[src/rtl/capture_ctl_if.sv]
// rtl/capture_ctl_if.sv - capture sequencer frame inputs and DPRAM write-port bundle
interface capture_ctl_if #(
  parameter int CHANNELS = 8,
  parameter int DW       = 16,
  parameter int AW       = 8
);
  logic [5:0]             frame_posn;
  logic [CHANNELS*DW-1:0] d_in;
  logic                   enable;
  logic                   oneshot;
  logic                   we;
  logic [AW-1:0]          waddr;
  logic [DW-1:0]          wdata;
  logic [AW-1:0]          wr_ptr;
  logic                   busy;
  logic                   done;
  logic                   overrun;

  modport master (
    output frame_posn, d_in, enable, oneshot,
    input  we, waddr, wdata, wr_ptr, busy, done, overrun
  );

  modport slave (
    input  frame_posn, d_in, enable, oneshot,
    output we, waddr, wdata, wr_ptr, busy, done, overrun
  );
endinterface

[src/rtl/capture_ctl.sv]
// rtl/capture_ctl.sv - frame-synchronous capture of a channel bank into DPRAM bursts
// Ring or one-shot fill; one burst of CHANNELS words per I2S frame start.
module capture_ctl #(
  parameter int CHANNELS = 8,
  parameter int DW       = 16,
  parameter int AW       = 8
) (
  input  logic           ck,
  input  logic           rst,
  capture_ctl_if.slave   cap
);
  localparam logic [1:0] S_IDLE  = 2'd0;
  localparam logic [1:0] S_WAIT  = 2'd1;
  localparam logic [1:0] S_WRITE = 2'd2;
  localparam logic [1:0] S_HOLD  = 2'd3;
  localparam int CW = $clog2(CHANNELS + 1);

  logic [1:0]             r_state;
  logic [5:0]             r_prev_posn;
  logic [CHANNELS*DW-1:0] r_shadow;
  logic [CW-1:0]          r_ch;
  logic                   r_mode;
  logic                   r_we;
  logic [AW-1:0]          r_waddr;
  logic [DW-1:0]          r_wdata;
  logic [AW-1:0]          r_wr_ptr;
  logic                   r_busy;
  logic                   r_done;
  logic                   r_overrun;

  logic                   w_fs;
  logic [DW-1:0]          w_word;

  assign w_fs = (cap.frame_posn == 6'd0) && (r_prev_posn != 6'd0);

  always_comb begin
    w_word = '0;
    for (int k = 0; k < CHANNELS; k++) begin
      if (r_ch == CW'(k)) w_word = r_shadow[k*DW +: DW];
    end
  end

  // Channel 0 is issued straight from d_in on the fs edge, so r_ch counts the next channel to issue.
  always_ff @(posedge ck or posedge rst) begin
    if (rst) begin
      r_state     <= S_IDLE;
      r_prev_posn <= '0;
      r_shadow    <= '0;
      r_ch        <= '0;
      r_mode      <= 1'b0;
      r_we        <= 1'b0;
      r_waddr     <= '0;
      r_wdata     <= '0;
      r_wr_ptr    <= '0;
      r_busy      <= 1'b0;
      r_done      <= 1'b0;
      r_overrun   <= 1'b0;
    end else begin
      r_prev_posn <= cap.frame_posn;
      case (r_state)
        S_IDLE: begin
          if (cap.enable) begin
            r_state   <= S_WAIT;
            r_mode    <= cap.oneshot;
            r_done    <= 1'b0;
            r_overrun <= 1'b0;
            r_wr_ptr  <= '0;
          end
        end
        S_WAIT: begin
          if (!cap.enable) begin
            r_state <= S_IDLE;
          end else if (w_fs) begin
            r_shadow <= cap.d_in;
            r_we     <= 1'b1;
            r_busy   <= 1'b1;
            r_waddr  <= r_wr_ptr;
            r_wdata  <= cap.d_in[DW-1:0];
            r_wr_ptr <= r_wr_ptr + 1'b1;
            r_ch     <= CW'(1);
            r_state  <= S_WRITE;
          end
        end
        S_WRITE: begin
          if (w_fs) r_overrun <= 1'b1;
          if (r_ch != CW'(CHANNELS)) begin
            r_waddr  <= r_wr_ptr;
            r_wdata  <= w_word;
            r_wr_ptr <= r_wr_ptr + 1'b1;
            r_ch     <= r_ch + 1'b1;
          end else begin
            r_we   <= 1'b0;
            r_busy <= 1'b0;
            if (r_mode && (r_wr_ptr == '0)) begin
              r_done  <= 1'b1;
              r_state <= S_HOLD;
            end else if (cap.enable) begin
              r_state <= S_WAIT;
            end else begin
              r_state <= S_IDLE;
            end
          end
        end
        S_HOLD: begin
          if (!cap.enable) r_state <= S_IDLE;
        end
        default: r_state <= S_IDLE;
      endcase
    end
  end

  assign cap.we      = r_we;
  assign cap.waddr   = r_waddr;
  assign cap.wdata   = r_wdata;
  assign cap.wr_ptr  = r_wr_ptr;
  assign cap.busy    = r_busy;
  assign cap.done    = r_done;
  assign cap.overrun = r_overrun;
endmodule

[src/flat_wrapper.sv]
// flat-port wrapper written by rule: the top's interface ports become plain ports
module capture_ctl_flat 
#(
  parameter int CHANNELS = 8,
  parameter int DW       = 16,
  parameter int AW       = 8
)
  (ck, rst, cap_frame_posn, cap_d_in, cap_enable, cap_oneshot, cap_we, cap_waddr, cap_wdata, cap_wr_ptr, cap_busy, cap_done, cap_overrun);
  capture_ctl_if #(.CHANNELS(CHANNELS), .DW(DW), .AW(AW)) cap_i ();
  input  logic ck;
  input  logic rst;
  input wire logic [$bits(cap_i.frame_posn)-1:0] cap_frame_posn;
  input wire logic [$bits(cap_i.d_in)-1:0] cap_d_in;
  input wire logic [$bits(cap_i.enable)-1:0] cap_enable;
  input wire logic [$bits(cap_i.oneshot)-1:0] cap_oneshot;
  output wire logic [$bits(cap_i.we)-1:0] cap_we;
  output wire logic [$bits(cap_i.waddr)-1:0] cap_waddr;
  output wire logic [$bits(cap_i.wdata)-1:0] cap_wdata;
  output wire logic [$bits(cap_i.wr_ptr)-1:0] cap_wr_ptr;
  output wire logic [$bits(cap_i.busy)-1:0] cap_busy;
  output wire logic [$bits(cap_i.done)-1:0] cap_done;
  output wire logic [$bits(cap_i.overrun)-1:0] cap_overrun;
  assign cap_i.frame_posn = cap_frame_posn;
  assign cap_i.d_in = cap_d_in;
  assign cap_i.enable = cap_enable;
  assign cap_i.oneshot = cap_oneshot;
  assign cap_we = cap_i.we;
  assign cap_waddr = cap_i.waddr;
  assign cap_wdata = cap_i.wdata;
  assign cap_wr_ptr = cap_i.wr_ptr;
  assign cap_busy = cap_i.busy;
  assign cap_done = cap_i.done;
  assign cap_overrun = cap_i.overrun;
  capture_ctl #(.CHANNELS(CHANNELS), .DW(DW), .AW(AW)) u_core (.ck(ck), .rst(rst), .cap(cap_i));
endmodule
[config.mk]
export PLATFORM = sky130hd
export DESIGN_NAME = capture_ctl_flat
export DESIGN_NICKNAME = d
export VERILOG_FILES = /design/src/rtl/capture_ctl_if.sv /design/src/rtl/capture_ctl.sv /design/src/flat_wrapper.sv
export SDC_FILE = /design/constraint.sdc
export NUM_CORES = 1
export LEC_CHECK = 0
export BUFFER_PORTS_ARGS = -buffer_cell sky130_fd_sc_hd__buf_2
export CORE_ASPECT_RATIO = 0.75
export CORE_MARGIN = 5
export CORE_UTILIZATION = 50
export CTS_CLUSTER_SIZE = 40
export DETAILED_ROUTE_END_ITERATION = 6
export GPL_TIMING_DRIVEN = 0
export HOLD_SLACK_MARGIN = 0.06
export PLACE_DENSITY = 0.8
export SYNTH_ARGS = -nofsm -noshare
export SYNTH_HDL_FRONTEND = slang
export SYNTH_SLANG_ARGS = --single-unit
[constraint.sdc]
create_clock -name ck -period 6.6 [get_ports ck]
set_clock_uncertainty 0.2 [all_clocks]
set_input_delay 1.32 -clock ck [delete_from_list [all_inputs] [get_ports ck]]
set_output_delay 1.32 -clock ck [all_outputs]
set_load 0.05 [all_outputs]
# Yosys cells after proc, flatten, opt, wreduce, memory -nomap -nowiden
# Index checks and enable logic that the tools add are counted.
[totals]
reg_bits = 176
input_bits = 138
output_inout_bits = 36
word_cells = 93
[classes]
add_sub_neg = 2
eq_ne = 20
muxes = 42
reduce_logical = 18
[ops]
columns = ["cell", "n"]
rows = [
  ["2-to-1 mux 16 bit", 11],
  ["2-to-1 mux 8 bit", 7],
  ["one-hot mux 16 bit (2 select lines)", 1],
  ["one-hot mux 8 bit (3 select lines)", 1],
  ["== test 4 x 3 -> 1 bit, second input constant", 4],
  ["one-hot mux 8 bit (2 select lines)", 1],
  ["AND reduction 4 bit", 4],
  ["2-to-1 mux 2 bit", 6],
  ["2-to-1 mux 4 bit", 3],
  ["adder 8 x 1 -> 8 bit, second input constant", 1],
  ["== test 4 x 2 -> 1 bit, second input constant", 2],
  ["zero test 8 bit", 1],
  ["inequality test 2 x 1 -> 1 bit, second input constant", 4],
  ["inequality test 2 bit, second input constant", 4],
  ["one-hot mux 2 bit (4 select lines)", 1],
  ["one-hot mux 4 bit (2 select lines)", 1],
  ["2-to-1 mux 1 bit", 7],
  ["zero test 6 bit", 1],
  ["one-hot mux 1 bit (2 select lines)", 3],
  ["AND reduction 3 bit", 2],
  ["nonzero test 6 bit", 1],
  ["AND reduction 5 bit", 1],
  ["adder 4 x 1 -> 4 bit, second input constant", 1],
  ["== test 2 bit, second input constant", 2],
  ["other kinds (10)", 12],
]

# Depth between registers and ports, before layout
[depth]
word_depth = 11
ltp_mapped = 9
depth_no_buf = 7

# Least setup slack after synthesis
# No wires, ideal clock.
[synth_timing]
kind = "input-to-reg"
start = "input port cap_frame_posn[1]"
end = "register u_core.r_waddr[5] (netlist: u_core.cap.waddr[5])"
setup_time_ns = 0.125
arrival_time_ns = 2.705
t_required_ns = 6.275
path_slack_ns = 3.570
cell_stages = 6
path_buffers = 1
path_cell_list = "nor4_4 o211a_4 a21oi_4 nor2_2 buf_6 mux2_4"
[synth_via]
elab_chain_cells = 4
[synth_rtl]
columns = ["item", "line_no", "source"]
rows = [
  ["start, declared", "flat_wrapper.sv:12", "input wire logic [$bits(cap_i.frame_posn)-1:0] cap_frame_posn;"],
  ["zero test 6 bit", "capture_ctl.sv:34", "assign w_fs = (cap.frame_posn == 6'd0) && (r_prev_posn != 6'd0);"],
  ["logical AND 1 bit", "capture_ctl.sv:34", ""],
  ["inequality test 2 x 1 -> 1 bit (no source line)", "-", ""],
  ["AND reduction 4 bit (no source line)", "-", ""],
  ["end signal, assigned", "capture_ctl.sv:77", "r_waddr <= r_wr_ptr;"],
  ["end signal, assigned", "capture_ctl.sv:87", "r_waddr <= r_wr_ptr;"],
  ["end, declared", "capture_ctl.sv:24", "logic [AW-1:0] r_waddr;"],
]
# Every way passes these cells.
# A chain may end at the register's enable or synchronous reset.

# Worst setup path in the final report
[layout_timing]
start = "input port cap_frame_posn[1]"
end = "register u_core.r_wdata[1] (netlist: u_core.cap.wdata[1])"
[layout_via]
elab_chain_cells = 4
[layout_rtl]
columns = ["item", "line_no", "source"]
rows = [
  ["zero test 6 bit", "capture_ctl.sv:34", ""],
  ["logical AND 1 bit", "capture_ctl.sv:34", ""],
  ["inequality test 2 x 1 -> 1 bit (no source line)", "-", ""],
  ["AND reduction 4 bit (no source line)", "-", ""],
  ["end signal, assigned", "capture_ctl.sv:78", "r_wdata <= cap.d_in[DW-1:0];"],
  ["end signal, assigned", "capture_ctl.sv:88", "r_wdata <= w_word;"],
  ["end, declared", "capture_ctl.sv:25", "logic [DW-1:0] r_wdata;"],
]
# Every way passes these cells.

==> reports/qor.yml <==
period_minus_slack_ns: 3.062
dieWidth_um: 160.6
cts_buffers: 17
end_kind: "register"
hold_path_class: "register to register"
yosys.area.top_type_share: 0.5178
fin_nets: 1076
h-tree-depth: 4
cpPeakStageDelay_ns: 0.48
finalCoreUtilization: 0.6097
r2r_slack_ns: 3.55
clk_pin_slew_ns: 0.07
ys_top_cells_by_count: "dfrtp_1, mux2_2, nand2_1, a21oi_1, mux2_1"
clkSinkCount: 176
seqPwrFrac: 0.349
place_area_um2: 9676
coreArea_um2: 16770
ff2ff_path_depth: 9
netlist_area_um2: 8506
synthArstFlopShare: 1.000
syn_nets: 883
ys_warn_count: 0
final_cell_area_um2: 10230
instances_no_fill: 1153
finalHoldViolCount: 0
p_int_mw: 2.531
drt_first_iter_violations: 607
critical-path-top-delay-family: "simple AND/OR/NAND/NOR gates"
post_cts_buffers: 0
place.gp.congestion: 0.9163
synth_edf_count: 0
io_pins: 174
leakage_nw: 4.926
dpl.cell_count: 1123
swShare: 0.4062
startpoint_type: "input pin"
maxCapViolCount: 0
max_slew.worst_pin.slew_ns: 0.6226
vias: 6847
power_mw: 4.262
r2r-end: "u_core.cap.wdata[5]$_DFFE_PP0P_"
fmax_mhz: 326.5
clockPowerShare: 0.226
p_switching_mw: 1.731
drv_slew: 0
critPathBufInv: 2
grt_max_degree: 117
required_ns: 6.71
synth.avg_cell_area_um2: 11.59
synth_cells: 734
holdBufCountCts: 0
hold_depth: 1
max_slew_margin: 0.5817
antenna_left: 0
ys_ff_latch: 176
syn_to_final_growth_pct: 20.24
grt_pass1_wl_mm: 37.77
die_y_um: 123.0
outcome: "finished clean"
dp_hpwl_mm: 18.10
worstPathArrival_ns: 3.17
slowest_stage: "nor2_2"
rows: 41
insertion_delay_ns: 0.44
io_buffers: 173
drive_above_1_share: 0.3561
setup_viol: 0
clk_path_buf_depth: 2
hold_end: "u_core.r_shadow[46]$_DFFE_PP0P_"
path_max_fanout: 10
synth_ff_type: "dfrtp_1"
wire_per_inst_um: 20.86
dr.pass1.iters: 5
peakVddDrop_mv: 0.2567
cellPowerDensity_nw_per_um2: 416.7
routed_via_density: 5.938
initial_core_util: 0.5070
num_antenna_cells: 0
rsz0062_at_grt: "no"
ys_seq_area_frac: 0.5178
synthTopCellsByArea: "dfrtp_1, mux2_2, mux2_1"
pre_cts_ws_ns: 3.115
setup_tns_ns: 0
synth_top_area_cell: "dfrtp_1"
finalCritPeriodShare: 0.4640
grt_use_total: 0.2490
holdWs_ns: 0.2862
overflow: 0
cts-root-buf: "clkbuf_16"
antenna_found_initial: 3
yosysUniqueCellTypes: 55
setup_slack_ns: 3.538
reg2reg_from: "u_core.r_ch[1]$_DFFE_PP0P_"
combPwrFrac: 0.425
drc_errors: 0
die_area_um2: 19750
cts_tree: "done"
yosys.cell_count.top_type: "dfrtp_1"
wl_mm: 24.05
path_class: "input pin to register"
first_global_vias: 6849
hp-start: "u_core.r_shadow[46]$_DFFE_PP0P_"
cts-resized-gates: 0
crit_chain: "buf_2 -> nor4_4 -> o211a_4 -> a21oi_4 -> nor2_2 -> buf_6 -> mux2_4"
## layer usage
layer	GRT usage	share of wire	vias up
met5	0	0.0012	-
met4	0.06502	0.020	6
met3	0.07398	0.093	46
met2	0.3780	0.45	315
met1	0.3535	0.44	3438
li1	-	-	3042
## how the worst max path moves through the flow
stage / start / end / slack (ns) / cells past startpoint
6_report: cap_frame_posn[1] / u_core.cap.wdata[1]$_DFFE_PP0P_ / 3.54 / 7
5_1_grt: u_core.r_ch[1]$_DFFE_PP0P_ / u_core.cap.wdata[7]$_DFFE_PP0P_ / 3.30 / 9
4_1_cts: cap_frame_posn[1] / u_core.cap.wdata[1]$_DFFE_PP0P_ / 3.56 / 7
3_5_place_dp: cap_frame_posn[1] / u_core.cap.wdata[1]$_DFFE_PP0P_ / 3.11 / 7
3_3_place_gp: rst / u_core.cap.waddr[3]$_DFFE_PP0P_ / -1.61 / 2
2_1_floorplan: rst / u_core.cap.done$_DFFE_PP0P_ / 0.31 / 1
## power groups by stage
| stage | logic [mW] | clock network (mW) | registers (mW) |
|---|---|---|---|
| after floorplan | 0.995 | 0 | 1.79 |
| after global placement | 1.74 | 0 | 1.49 |
| after detailed placement | 1.79 | 0 | 1.50 |
| after CTS | 1.80 | 0.972 | 1.48 |
| after global routing | 1.95 | 1.02 | 1.51 |
| final | 1.81 | 0.965 | 1.49 |
## sequential cells by signal, summed over array words and instances, names as in the netlist
register / count
u_core.cap.done: 1
u_core.r_prev_posn: 6
u_core.r_mode: 1
u_core.cap.we: 1
u_core.r_ch: 4
u_core.cap.wdata: 16
u_core.cap.wr_ptr: 8
u_core.cap.waddr: 8
u_core.r_state: 2
u_core.cap.overrun: 1
u_core.r_shadow: 128
## placed cells by master, fill, tap and decap left out, drive strengths merged, types with 4 or more instances in the layout
cell type | synthesis | layout
a211oi | 4 | 4
a21oi | 55 | 55
a221oi | 16 | 16
a31oi | 14 | 14
and2 | 13 | 13
buf | 21 | 195
clkbuf | 31 | 57
dfrtp | 176 | 176
ha | 11 | 11
inv | 21 | 21
mux2 | 147 | 147
nand2 | 63 | 63
nand2b | 15 | 15
nand3 | 12 | 12
nand3b | 5 | 5
nor2 | 30 | 30
nor3 | 6 | 6
o21ai | 27 | 27
o22ai | 16 | 16
o32ai | 13 | 13
## cell type report
cell class              count  area, um2
repair buffers            174      893.4
well taps                 215      269.0
multi-input cells         485       3745
fillers                  1369       6548
inverters                  21      86.33
clock inverters             4      52.55
plain buffers              52      277.8
flip-flops and latches    176       4404
clock buffers              26      499.2
## kinds of logic after synthesis
| group | count (synthesis) | synth area share |
|---|---|---|
| AND/OR/NAND/NOR | 161 | 0.09385 |
| buffers and inverters | 73 | 0.04193 |
| adder cells (fa/ha/maj) | 11 | 0.01618 |
| multiplexers | 148 | 0.2029 |
| flip-flops | 176 | 0.5178 |
| AO/OA/AOI/OAI | 165 | 0.1274 |
(Power assumes the default switching activity.)
